`config.mk`:
```
export PLATFORM = sky130hd
export DESIGN_NAME = fosfor_nibble_bus_responder
export DESIGN_NICKNAME = d
export VERILOG_FILES = /design/src/rtl/fosfor_nibble_bus_responder.sv
export SDC_FILE = /design/constraint.sdc
export NUM_CORES = 1
export LEC_CHECK = 0
export ABC_AREA = 1
export BUFFER_PORTS_ARGS = -buffer_cell sky130_fd_sc_hd__buf_2
export CAP_MARGIN = 20
export CORE_UTILIZATION = 53
export CTS_BUF_LIST = sky130_fd_sc_hd__clkbuf_2 sky130_fd_sc_hd__clkbuf_4 sky130_fd_sc_hd__clkbuf_8
export DETAILED_ROUTE_END_ITERATION = 6
export PLACE_DENSITY = 0.85
export SYNTH_ARGS = -nofsm -noshare
export SYNTH_HDL_FRONTEND = slang
export SYNTH_SLANG_ARGS = --single-unit
```
`constraint.sdc`:
```
create_clock -name Clk_k -period 1.7 [get_ports Clk_k]
set_clock_uncertainty 0.1 [all_clocks]
set_input_delay 0.255 -clock Clk_k [delete_from_list [all_inputs] [get_ports Clk_k]]
set_output_delay 0.255 -clock Clk_k [all_outputs]
set_load 0.02 [all_outputs]
```
`src/rtl/fosfor_nibble_bus_responder.sv`:
```
// Nibble-wide bus slave: assembles bytes from LOW/HIGH phases, executes CMD codes
// against a simple register port, and returns register data or status on DataOut_b.
module fosfor_nibble_bus_responder #(
   parameter bit         TEST_REG_EN   = 1'b1,
   parameter logic [7:0] TEST_REG_ADDR = 8'hFF
) (
   input  logic       Clk_k,
   input  logic       Reset_r,
   input  logic [1:0] Address_b,
   input  logic [3:0] DataIn_b,
   output logic [7:0] DataOut_b,
   output logic [7:0] RegAddress_b,
   output logic [7:0] RegWrData_b,
   output logic       RegWrite,
   input  logic [7:0] RegRdData_b,
   output logic       Start,
   input  logic [7:0] Status_b
);

   // state      | meaning
   // PH_IDLE    | bus idle; two in a row refresh DataOut_b with status
   // PH_LOW     | low data nibble; also captures read data
   // PH_HIGH    | high data nibble
   // PH_CMD     | DataIn_b carries a command code
   typedef enum logic [1:0] {
      PH_IDLE = 2'd0,
      PH_LOW  = 2'd1,
      PH_HIGH = 2'd2,
      PH_CMD  = 2'd3
   } phase_t;

   localparam logic [3:0] CMD_NOP         = 4'd0;
   localparam logic [3:0] CMD_LATCH_ADDR  = 4'd1;
   localparam logic [3:0] CMD_WRITE       = 4'd2;
   localparam logic [3:0] CMD_START       = 4'd3;
   localparam logic [3:0] CMD_CLEAR_ERROR = 4'd4;

   phase_t     phase;
   phase_t     prev_phase;
   logic [7:0] data_q;
   logic [7:0] addr_q;
   logic [7:0] test_q;
   logic       err_q;
   logic       test_hit;
   logic [7:0] rd_data;
   logic [7:0] status;
   logic       status_unused;

   assign phase         = phase_t'(Address_b);
   assign test_hit      = TEST_REG_EN && (addr_q == TEST_REG_ADDR);
   assign rd_data       = test_hit ? test_q : RegRdData_b;
   assign status        = {err_q, Status_b[6:0]};
   assign status_unused = Status_b[7];

   assign RegAddress_b = addr_q;
   assign RegWrData_b  = data_q;

   always_ff @(posedge Clk_k) begin
      if (Reset_r) begin
         data_q     <= 8'h00;
         addr_q     <= 8'h00;
         test_q     <= 8'h00;
         err_q      <= 1'b0;
         RegWrite   <= 1'b0;
         Start      <= 1'b0;
         DataOut_b  <= 8'h00;
         prev_phase <= PH_IDLE;
      end else begin
         RegWrite   <= 1'b0;
         Start      <= 1'b0;
         prev_phase <= phase;
         case (phase)
            PH_LOW: begin
               data_q[3:0] <= DataIn_b;
               DataOut_b   <= rd_data;
            end
            PH_HIGH: data_q[7:4] <= DataIn_b;
            PH_IDLE: begin
               if (prev_phase == PH_IDLE)
                  DataOut_b <= status;
            end
            PH_CMD: begin
               case (DataIn_b)
                  CMD_NOP:        ;
                  CMD_LATCH_ADDR: addr_q <= data_q;
                  CMD_WRITE: begin
                     // writes aimed at the test register never reach the external port
                     if (test_hit)
                        test_q <= data_q;
                     else
                        RegWrite <= 1'b1;
                  end
                  CMD_START: begin
                     if (Status_b[0])
                        Start <= 1'b1;
                     else
                        err_q <= 1'b1;
                  end
                  CMD_CLEAR_ERROR: err_q <= 1'b0;
                  default:         err_q <= 1'b1;
               endcase
            end
            default: ;
         endcase
      end
   end

endmodule
```
==> results.md, run 1 <==
- Post-route minimum period: 1.364 ns
- Die Area: 3478 um^2
- CTS tree: built
- Count leader, synth: dfxtp_1
- FFs w/ async S/R, synth: 0
- Overall overflow remaining after global route: 0
- Syn Inst Count: around 230
- TritonCTS buffer count: 5
- # H-tree levels: 2
- Antenna fix cells: 0
- RePlAce Congestion: 0.8266
- CTS Root Cell: clkbuf_4
- CP most frequent cell: nand2_1
- Initial Utilization: 0.5589
- Slew Limit Fails: 0
- Hold Violations, Final: 0
- Dpl hpwl: roughly 2700 um
- ANT nets after route: 0
- Vias post-DR: 1607
- Largest area contributor in the netlist: dfxtp_1
- Synthesized area per cell: 7.646 um^2
- Worst-path fanout max: 10
- FP Rows: 20
- Setup TNS: 0 ns
- Worst-Margin Slew: 0.4349 ns
- Initial DRC count: 74
- Area grow syn2layout: 19.64%
- Post-CTS Resized: 0
- Tcrit/Tclk final: 0.8021
- Final hold slack: 0.02597 ns
- Final core occ: 0.6687
- Synth unique cells: 24
- Pin count of the biggest net entering global routing: 34
- Yosys reg bits: 37
- Residual DRC: 0
- Post-synth EDFFs: 0
- Synth Warn #: 0
- Total clock sinks: 37
- Routed length per instance: 11.27 um
- Critical path launch point type: flop
- Setup crit end kind: flop
- Peak supply drop: 0.5972 mV
- Vias per cell: around 5.0
- Die width: slightly below 60 um
- Outcome: finished clean
- Synthesized area: 1720 um^2
- # IOs: 50
- Drt first pass iters: 4
- Hold/Removal Path Class: in -> reg
- CP arrival: 1.51 ns
- Vias in the first global route: 1462
- Share of cells above drive strength 1: 0.2671
- Critical Path RT: 1.85 ns
- Slowest-stage cell, CP: dfxtp_1
- Leakage power: 1.018 nW
- Commonest cells post-synth: dfxtp_1, inv_1, o21ai_0
- Total wire length: 3618 um
- GRT Overall Usage: 0.2346
- Max Cap Viol: 0
- First-pass GRT wire length: approximately 6100 um
- CP max stage delay: 0.36 ns
- Fmax: 733.4 MHz
- Port Buffers: 48
- PD cells: 803.6 nW/um^2
- Endpoints failing setup: 0
- Max-Slew Margin vs Limit: 0.7090
- Tot Pwr: around 1.7 mW
- RSZ-0062 raised after global routing: false
- Most common flop cell mapped by yosys: dfxtp_1
- Setup Crit Path Kind: reg -> reg
- Synthesized net count: 249
- Post-synth top area share: 0.4305
- Seq/Total Area, Yosys: 0.4305
- Clock Path Buffers: 2
- Core box area: 3078 um^2
- Crit path cell chain: nand2_1, nor2_8, nand2_8, inv_2, nand3b_1, nand2_1, nor2_1
- Clk slew on worst S/H paths: roughly 0.10 ns
- Synth area leaders: dfxtp_1, o21ai_0, inv_1
- Initial antenna violation count: 0
- Layout net count: 301
- Worst-Skew Late Latency: 0.34 ns
- Die Ht: ~59 um
- Post-CTS Setup Inserts: 0
- Hold buffers post-CTS: 0
==> state kept, by name (all words and copies together) (netlist names) <==
name	flops
RegWrite	1
test_q	8
RegAddress_b	8
Start	1
prev_phase	2
DataOut_b	8
RegWrData_b	8
err_q	1
==> stage by stage <==
| step | setup WS (ns) | std cells | cell area, um^2 |
|---|---|---|---|
| 4_1_cts | 0.3154 | 321 | 2058 |
| 3_5_place_dp | 0.3300 | 314 | 1999 |
| 3_3_place_gp | 0.3442 | 314 | 1999 |
| 5_1_grt | 0.1836 | 321 | 2058 |
| 6_report | 0.3365 | 321 | 2058 |
| 2_1_floorplan | 0.3150 | 225 | 1720 |
==> cells in the final DEF, fill, tap and decap left out, types with 2 or more instances in the layout <==
cell / n
nand2_2: 3
nor3_1: 3
clkbuf_4: 6
nor2_1: 23
o21ai_2: 2
dfxtp_1: 37
nand3b_1: 4
nor2_8: 3
inv_1: 36
nand2_1: 22
buf_2: 48
o21ai_0: 28
buf_4: 2
nand3_1: 23
nand4_4: 2
nor2_4: 2
a21oi_1: 24
inv_2: 2
a22oi_1: 2
==> layout make-up <==
class | instances | area, um^2
Inverter | 39 | 147.6
Sequential cell | 37 | 740.7
Timing Repair Buffer | 50 | 255.2
Clock buffer | 7 | 58.81
Tap cell | 44 | 55.05
Multi-Input combinational cell | 144 | 800.8
Fill cell | 296 | 1020
==> worst max-delay path: cells and delay by family (launching register included) <==
kind	cells	cell delay (ns)
AND/OR/NAND/NOR	6	0.65
flip-flops	1	0.36
buffers and inverters	1	0.15
==> kinds of logic (layout without fill, tap and decap cells) <==
| family | after synthesis | count (layout) | share of synthesized area |
|---|---|---|---|
| AO/OA/AOI/OAI | 57 | 57 | 0.1753 |
| flip-flops | 37 | 37 | 0.4305 |
| AND/OR/NAND/NOR | 87 | 87 | 0.2902 |
| buffers and inverters | 44 | 96 | 0.1040 |
==> where the power goes <==
group | switching (mW) | internal (mW)
clock | 0.277 | 0.211
sequential | 0.0217 | 0.904
combinational | 0.156 | 0.0846
total | 0.455 | 1.20
==> layer usage <==
metal  vias to the layer above  part of all wire  GRT usage
met5                         -                 0          0
met1                       717              0.45     0.2756
met4                         0            0.0066     0.1054
met2                        48              0.48     0.3945
met3                         3             0.068    0.06987
li1                        839                 -          -
==> final timing paths <==
kind,depth (start not counted),end,slack [ns],startpoint
min reg2reg,2,RegAddress_b[2],0.36,RegAddress_b[2]
max reg2reg,7,test_q[6],0.34,RegAddress_b[6]
min,2,prev_phase[0],0.03,Reset_r
max,7,test_q[6],0.34,RegAddress_b[6]
(Power assumes the default switching activity.)
==> run 2: changes to the inputs <==
==> constraint.sdc (replaced) <==
create_clock -name Clk_k -period 1.4 [get_ports Clk_k]
set_clock_uncertainty 0.1 [all_clocks]
set_input_delay 0.21 -clock Clk_k [delete_from_list [all_inputs] [get_ports Clk_k]]
set_output_delay 0.21 -clock Clk_k [all_outputs]
set_load 0.02 [all_outputs]
==> run 2 against run 1 <==
  * Fmax grew 6.4%
  * Count of clock-buffer cells in the layout unchanged
  * Sequential share of layout area decreased by 1.4 points
  * Sequential power is 21% higher
  * Hold slack got worse by 0.010 ns
  * Die area is the same
  * Critical path type unchanged
  * Largest cell class unchanged
  * Largest power group unchanged
  * Highest routed layer unchanged
==> results.md, run 2 (synthesis gave the netlist of run 1 again) <==
- CTS tree: built
- Residual DRC: 0 (unchanged)
- Combinational fraction of design power: 0.151 (+0.006)
- Layout net count: 310 (+3.0%)
- Outcome: finished clean
- # H-tree levels: 2 (unchanged)
- Wire length on met3: 208 um (-15%)
- TritonCTS buffer count: 5 (unchanged)
- Fmax: 780.1 MHz (+6.4%)
- Worst-Margin Slew: 0.4286 ns (-0.006383 ns)
- Area occupied by multi-input gates: 803.3 um^2 (+0.31%)
- FP Rows: 20 (unchanged)
- Internal: 1.469 mW (+22%)
- Die width: 58.98 um (unchanged)
- Core box area: 3078 um^2 (unchanged)
- Layout filler cell count: 280 (-5.4%)
- Die Ht: 58.98 um (unchanged)
- Overall overflow remaining after global route: 0 (unchanged)
- DR WL met2: 1788 um (+3.5%)
- Pin count of the biggest net entering global routing: 34 (unchanged)
- Total clock sinks: 37 (unchanged)
- Area grow syn2layout: 24.80%
- Slew Limit Fails: 0 (unchanged)
- Vias per cell: 4.988 (-0.37%)
- Setup crit end kind: flop
- Routed length per instance: 11.08 um (-1.7%)
- Worst-Skew Late Latency: 0.34 ns (about the same)
- Most frequent cells in the layout: buf_2, dfxtp_1, inv_1, o21ai_0, a21oi_1
- Worst-path fanout max: 10 (unchanged)
- Leakage power: 1.069 nW (+5.0%)
- Clock Path Buffers: 2 (unchanged)
- Max Cap Viol: 0 (unchanged)
- Wire length on met1: 1595 um (-1.4%)
- Initial DRC count: 51 (-31%)
- Dpl hpwl: 2713 um (-0.21%)
- Setup TNS: 0 ns (unchanged)
- Initial Utilization: 0.5589 (unchanged)
- Antenna fix cells: 0 (unchanged)
- Total wire length: 3656 um (+1.1%)
- Clk slew on worst S/H paths: 0.10 ns (about the same)
- ANT nets after route: 0 (unchanged)
- # IOs: 50 (unchanged)
- PD cells: 938.1 nW/um^2 (+17%)
- Post-route minimum period: 1.282 ns (-0.08155 ns)
- CP arrival: 1.43 ns (-0.08 ns)
- Hold Violations, Final: 0 (unchanged)
- Tcrit/Tclk final: 0.9157 (+0.1136)
- GRT Overall Usage: 0.2471 (+0.01254)
- Max Used Layer: met4
- Seq pwr share: 0.558 (about the same)
- Switching pwr: 0.5453 mW (+20%)
- Vias in the first global route: 1502 (+2.7%)
- Switching Share: 0.2707 (-0.004078)
- First-pass GRT wire length: 6265 um (+2.8%)
- Final hold slack: 0.01576 ns (-0.01021 ns)
- Port Buffers: 48 (unchanged)
- Endpoints failing setup: 0 (unchanged)
- Share of cells above drive strength 1: 0.2937 (+0.02656)
- Critical path launch point type: flop
- Peak supply drop: 0.9343 mV (+56%)
- Register area: 742.0 um^2 (+0.17%)
- Clk pwr share: 0.291 (-0.004)
- Critical Path RT: 1.55 ns (-0.30 ns)
- RePlAce Congestion: 0.8136 (-1.6%)
- Die Area: 3478 um^2 (unchanged)
- CTS Root Cell: clkbuf_4
- Initial antenna violation count: 0 (unchanged)
- Drt first pass iters: 4 (unchanged)
- Commonest non-fill, non-tap cell in the layout: buf_2
- RSZ-0062 raised after global routing: false
- Setup Crit Path Kind: reg -> reg
- Vias post-DR: 1646 (+2.4%)
- Max-Slew Margin vs Limit: 0.7132 (+0.004271)
- Hold/Removal Path Class: in -> reg
==> run 2: cell type report <==
class,instances,share of cell area
multi-input cells,144,0.3741
flip-flops and latches,37,0.3456
repair buffers,59,0.1573
inverters,39,0.06993
clock buffers,7,0.02739
well taps,44,0.02564
==> run 2: through the flow <==
stage	cell area, um^2	instances	util	power, mW	worst slack [ns]
after detailed placement	2049	319	0.6659	1.449	0.02517
after floorplan	1720	225	-	1.324	0.01495
after CTS	2118	327	0.6882	2.035	0.005467
final	2147	330	0.6976	2.014	0.1180
after global placement	2049	319	0.6659	1.443	0.06358
after global routing	2147	330	0.6976	2.130	0.01300
==> run 2: path summary, 6_finish.rpt <==
path | slack [ns] | endpoint | from | cells past startpoint
max reg2reg | 0.12 | test_q[6] | RegAddress_b[4] | 7
min | 0.02 | prev_phase[0] | Address_b[0] | 3
min reg2reg | 0.36 | RegAddress_b[2] | RegAddress_b[2] | 2
max | 0.12 | test_q[6] | RegAddress_b[4] | 7
==> run 2: power groups by stage <==
stage | combinational (mW) | clock (mW) | sequential [mW]
floorplan | 0.130 | 0 | 1.19
global placement | 0.296 | 0 | 1.15
detailed placement | 0.301 | 0 | 1.15
CTS | 0.305 | 0.607 | 1.12
global route | 0.340 | 0.660 | 1.13
finish | 0.304 | 0.586 | 1.12
==> run 2: critical path, stage by stage (launching register included) <==
cell,delay [ns]
dfxtp_1,0.38
nand2_2,0.10
nor2_8,0.16
nand2_8,0.11
inv_4,0.12
nand3b_1,0.09
nand2_1,0.07
nor2_1,0.04
==> run 2: timing repair <==
| action | CTS | global route |
|---|---|---|
| setup endpoints to repair | 0 | 10 |
| resized for setup | 0 | 3 |
| buffers inserted | 0 | 3 |
| hold buffers | 1 | 0 |
| endpoints found under the hold margin | 4 | 0 |
==> run 2: layer usage <==
layer,GRT usage,up-vias
met2,0.4237,44
li1,-,857
met5,0,-
met4,0.1156,0
met1,0.2825,739
met3,0.07205,6
==> run 3: changes to the inputs <==
--- a/config.mk
+++ b/config.mk
@@ -5,10 +5,10 @@
 export SDC_FILE = /design/constraint.sdc
 export NUM_CORES = 1
 export LEC_CHECK = 0
-export ABC_AREA = 1
+export ABC_AREA = 0
 export BUFFER_PORTS_ARGS = -buffer_cell sky130_fd_sc_hd__buf_2
 export CAP_MARGIN = 20
-export CORE_UTILIZATION = 53
+export CORE_UTILIZATION = 52
 export CTS_BUF_LIST = sky130_fd_sc_hd__clkbuf_2 sky130_fd_sc_hd__clkbuf_4 sky130_fd_sc_hd__clkbuf_8
 export DETAILED_ROUTE_END_ITERATION = 6
 export PLACE_DENSITY = 0.85
==> run 3 against run 2 <==
  * The run now ends with DRC, setup timing left
  * Critical path depth shrank 1
  * Core utilization up 8.8 points
  * Wire length is 10% higher
  * Area after synthesis fell by 5.7%
  * Sequential cell count stayed put
  * Cell count fell by 11%
  * Global-route usage about the same
  * First-iteration DRC count grew 7.8%
  * Hold slack better by 0.020 ns
  * Sequential share of layout area down 0.50 points
==> results.md, run 3 <==
- Initial DRC count: 55 (+7.8%)
- Setup crit end kind: flop
- Die Ht: 57.87 um (-1.9%)
- Yosys reg bits: 37 (unchanged)
- Final hold slack: 0.03576 ns (+0.02000 ns)
- Endpoints failing setup: 16 (+16)
- GRT Overall Usage: 0.2469 (about the same)
- Die Area: 3348 um^2 (-3.7%)
- Antenna fix cells: 0 (unchanged)
- Post-route minimum period: 1.522 ns (+0.2404 ns)
- Slew Limit Fails: 0 (unchanged)
- Failing checks: DRC, setup timing
- Routed length per instance: 13.72 um (+24%)
- Synthesized area per cell: 8.586 um^2 (+12%)
- Share of cells above drive strength 1: 0.3916 (+0.09793)
- Area grow syn2layout: 38.09%
- Dpl hpwl: 2838 um (+4.6%)
- Total clock sinks: 37 (unchanged)
- Drt first pass iters: 6 (+2)
- Post-synth EDFFs: 0 (unchanged)
- Hold Violations, Final: 0 (unchanged)
- Clk slew on worst S/H paths: 0.11 ns (about the same)
- Largest area contributor in the netlist: dfxtp_1
- Commonest non-fill, non-tap cell in the layout: nor2_1
- Max Cap Viol: 0 (unchanged)
- Peak supply drop: 0.9472 mV (+1.4%)
- Layout net count: 286 (-7.7%)
- # H-tree levels: 2 (unchanged)
- ANT nets after route: 0 (unchanged)
- Core box area: 2853 um^2 (-7.3%)
- Pin count of the biggest net entering global routing: 18 (-47%)
- Worst-Skew Late Latency: 0.34 ns (about the same)
- Syn Inst Count: 189 (-16%)
- Fin worst setup slack: -0.1224 ns (-0.2404 ns)
- FP Rows: 19 (-5.0%)
- Most frequent cells in the layout: nor2_1, buf_2, dfxtp_1, buf_4, mux2i_1
- Fmax: 656.9 MHz (-16%)
- Synthesized net count: 213 (-14%)
- Post-synth top area share: 0.4564 (+0.02589)
- RePlAce Congestion: 0.7807 (-4.0%)
- Synthesized area: 1623 um^2 (-5.7%)
- Setup TNS: -1.557 ns (-1.557 ns)
- Critical path launch point type: flop
- Synth Warn #: 0 (unchanged)
- Area occupied by multi-input gates: 838.3 um^2 (+4.4%)
- Clock Path Buffers: 2 (unchanged)
- Total wire length: 4035 um (+10%)
- Commonest cells post-synth: nor2_1, dfxtp_1, mux2i_1
- Critical Path RT: 1.53 ns (-0.02 ns)
- Layout filler cell count: 204 (-27%)
- FFs w/ async S/R, synth: 0 (unchanged)
- Die width: 57.87 um (-1.9%)
- Worst-path fanout max: 17 (+7)
- Vias post-DR: 1555 (-5.5%)
- # IOs: 50 (unchanged)
- Register area: 763.2 um^2 (+2.9%)
- Outcome: finished, violations left
- Vias in the first global route: 1421 (-5.4%)
- First-pass GRT wire length: 6210 um (-0.88%)
- Post-place setup slack: -0.2182 ns (-0.2434 ns)
- Max-Slew Margin vs Limit: 0.7385 (+0.02530)
- Hold/Removal Path Class: in -> reg
- Vias per cell: 5.289 (+6.0%)
- Residual DRC: 3 (+3)
- Synth area leaders: dfxtp_1, mux2i_1, nor2_1
- Synth unique cells: 23 (-4.2%)
- PD cells: 977.8 nW/um^2 (+4.2%)
- RSZ-0062 raised after global routing: true
- Port Buffers: 48 (unchanged)
- TritonCTS buffer count: 5 (unchanged)
- Count leader, synth: nor2_1
- Initial Utilization: 0.5689 (+0.009916)
- CTS Root Cell: clkbuf_4
- CP arrival: 1.66 ns (+0.23 ns)
- Initial antenna violation count: 0 (unchanged)
- Leakage power: 1.100 nW (+2.9%)
- Most common flop cell mapped by yosys: dfxtp_1
- Setup Crit Path Kind: reg -> reg
- Tcrit/Tclk final: 1.087 (+0.1717)
- Seq/Total Area, Yosys: 0.4564 (+0.02589)
- Worst-Margin Slew: 0.3886 ns (-0.03995 ns)
- CTS tree: built
- Overall overflow remaining after global route: 0 (unchanged)
run 3: changes by cell type after synthesis, sizes merged, moves of 3 or more:
cell    delta
a21oi     -17
and3       +8
clkbuf     +8
inv       -29
mux2i     +24
nand2     -14
nand3     -23
nand3b     -3
nor2      +25
o21ai     -29
o41a       +8
run 3: power by group:
part | total (mW) | switching, mW | internal (mW)
logic | 0.306 | 0.174 | 0.133
registers | 1.10 | 0.0245 | 1.08
clock network | 0.782 | 0.357 | 0.424
total | 2.19 | 0.555 | 1.64
run 3: worst max-delay path, cell delays in order, from the launching register on:
cell     delay [ns]
dfxtp_4        0.36
nand4_1        0.12
buf_4          0.16
nor2_4         0.12
buf_12         0.15
nor2_1         0.05
o41a_1         0.35
run 3: final timing paths:
kind	from	end	slack, ns	depth (start not counted)
setup reg to reg	RegAddress_b[3]	DataOut_b[4]	-0.12	6
setup / recovery	RegAddress_b[3]	DataOut_b[4]	-0.12	6
hold / removal	Status_b[0]	Start	0.04	3
hold reg to reg	test_q[3]	test_q[3]	0.41	2
run 3: cell families after synthesis:
kind of cell | Yosys count | synth area share
AO/OA/AOI/OAI | 19 | 0.09175
buffers and inverters | 21 | 0.04858
flip-flops | 37 | 0.4564
multiplexers | 24 | 0.1480
AND/OR/NAND/NOR | 88 | 0.2552
run 3: layer usage:
layer / track usage / part of all wire
met2: 0.4236 / 0.49
met1: 0.3014 / 0.45
met4: 0.09524 / 0.012
met5: 0 / 0
met3: 0.05580 / 0.047
run 3: final cells by class:
cell class,count,share of cell area
Tap cell,31,0.01731
Clock buffer,6,0.02289
Sequential cell,37,0.3406
Timing Repair Buffer,78,0.2133
Inverter,9,0.01508
Multi-Input combinational cell,131,0.3741
Clock inverter,2,0.01675
run 3: what timing repair did:
| action | 4_1_cts | 5_1_grt |
|---|---|---|
| setup endpoints to repair | 16 | 16 |
| hold buffers | 0 | 0 |
| cloned | 0 | 0 |
| setup buffers | 2 | 1 |
| pin swaps | 4 | 9 |
| gates resized for setup | 1 | 6 |
run 3: through the flow:
step | power (mW) | util | std cells | cell area [um^2]
detailed placement | 1.425 | 0.7351 | 283 | 2097
floorplan | 1.301 | - | 189 | 1669
CTS | 2.197 | 0.7732 | 293 | 2206
global route | 2.266 | 0.7855 | 294 | 2241
global placement | 1.418 | 0.7351 | 283 | 2097
finish | 2.191 | 0.7855 | 294 | 2241
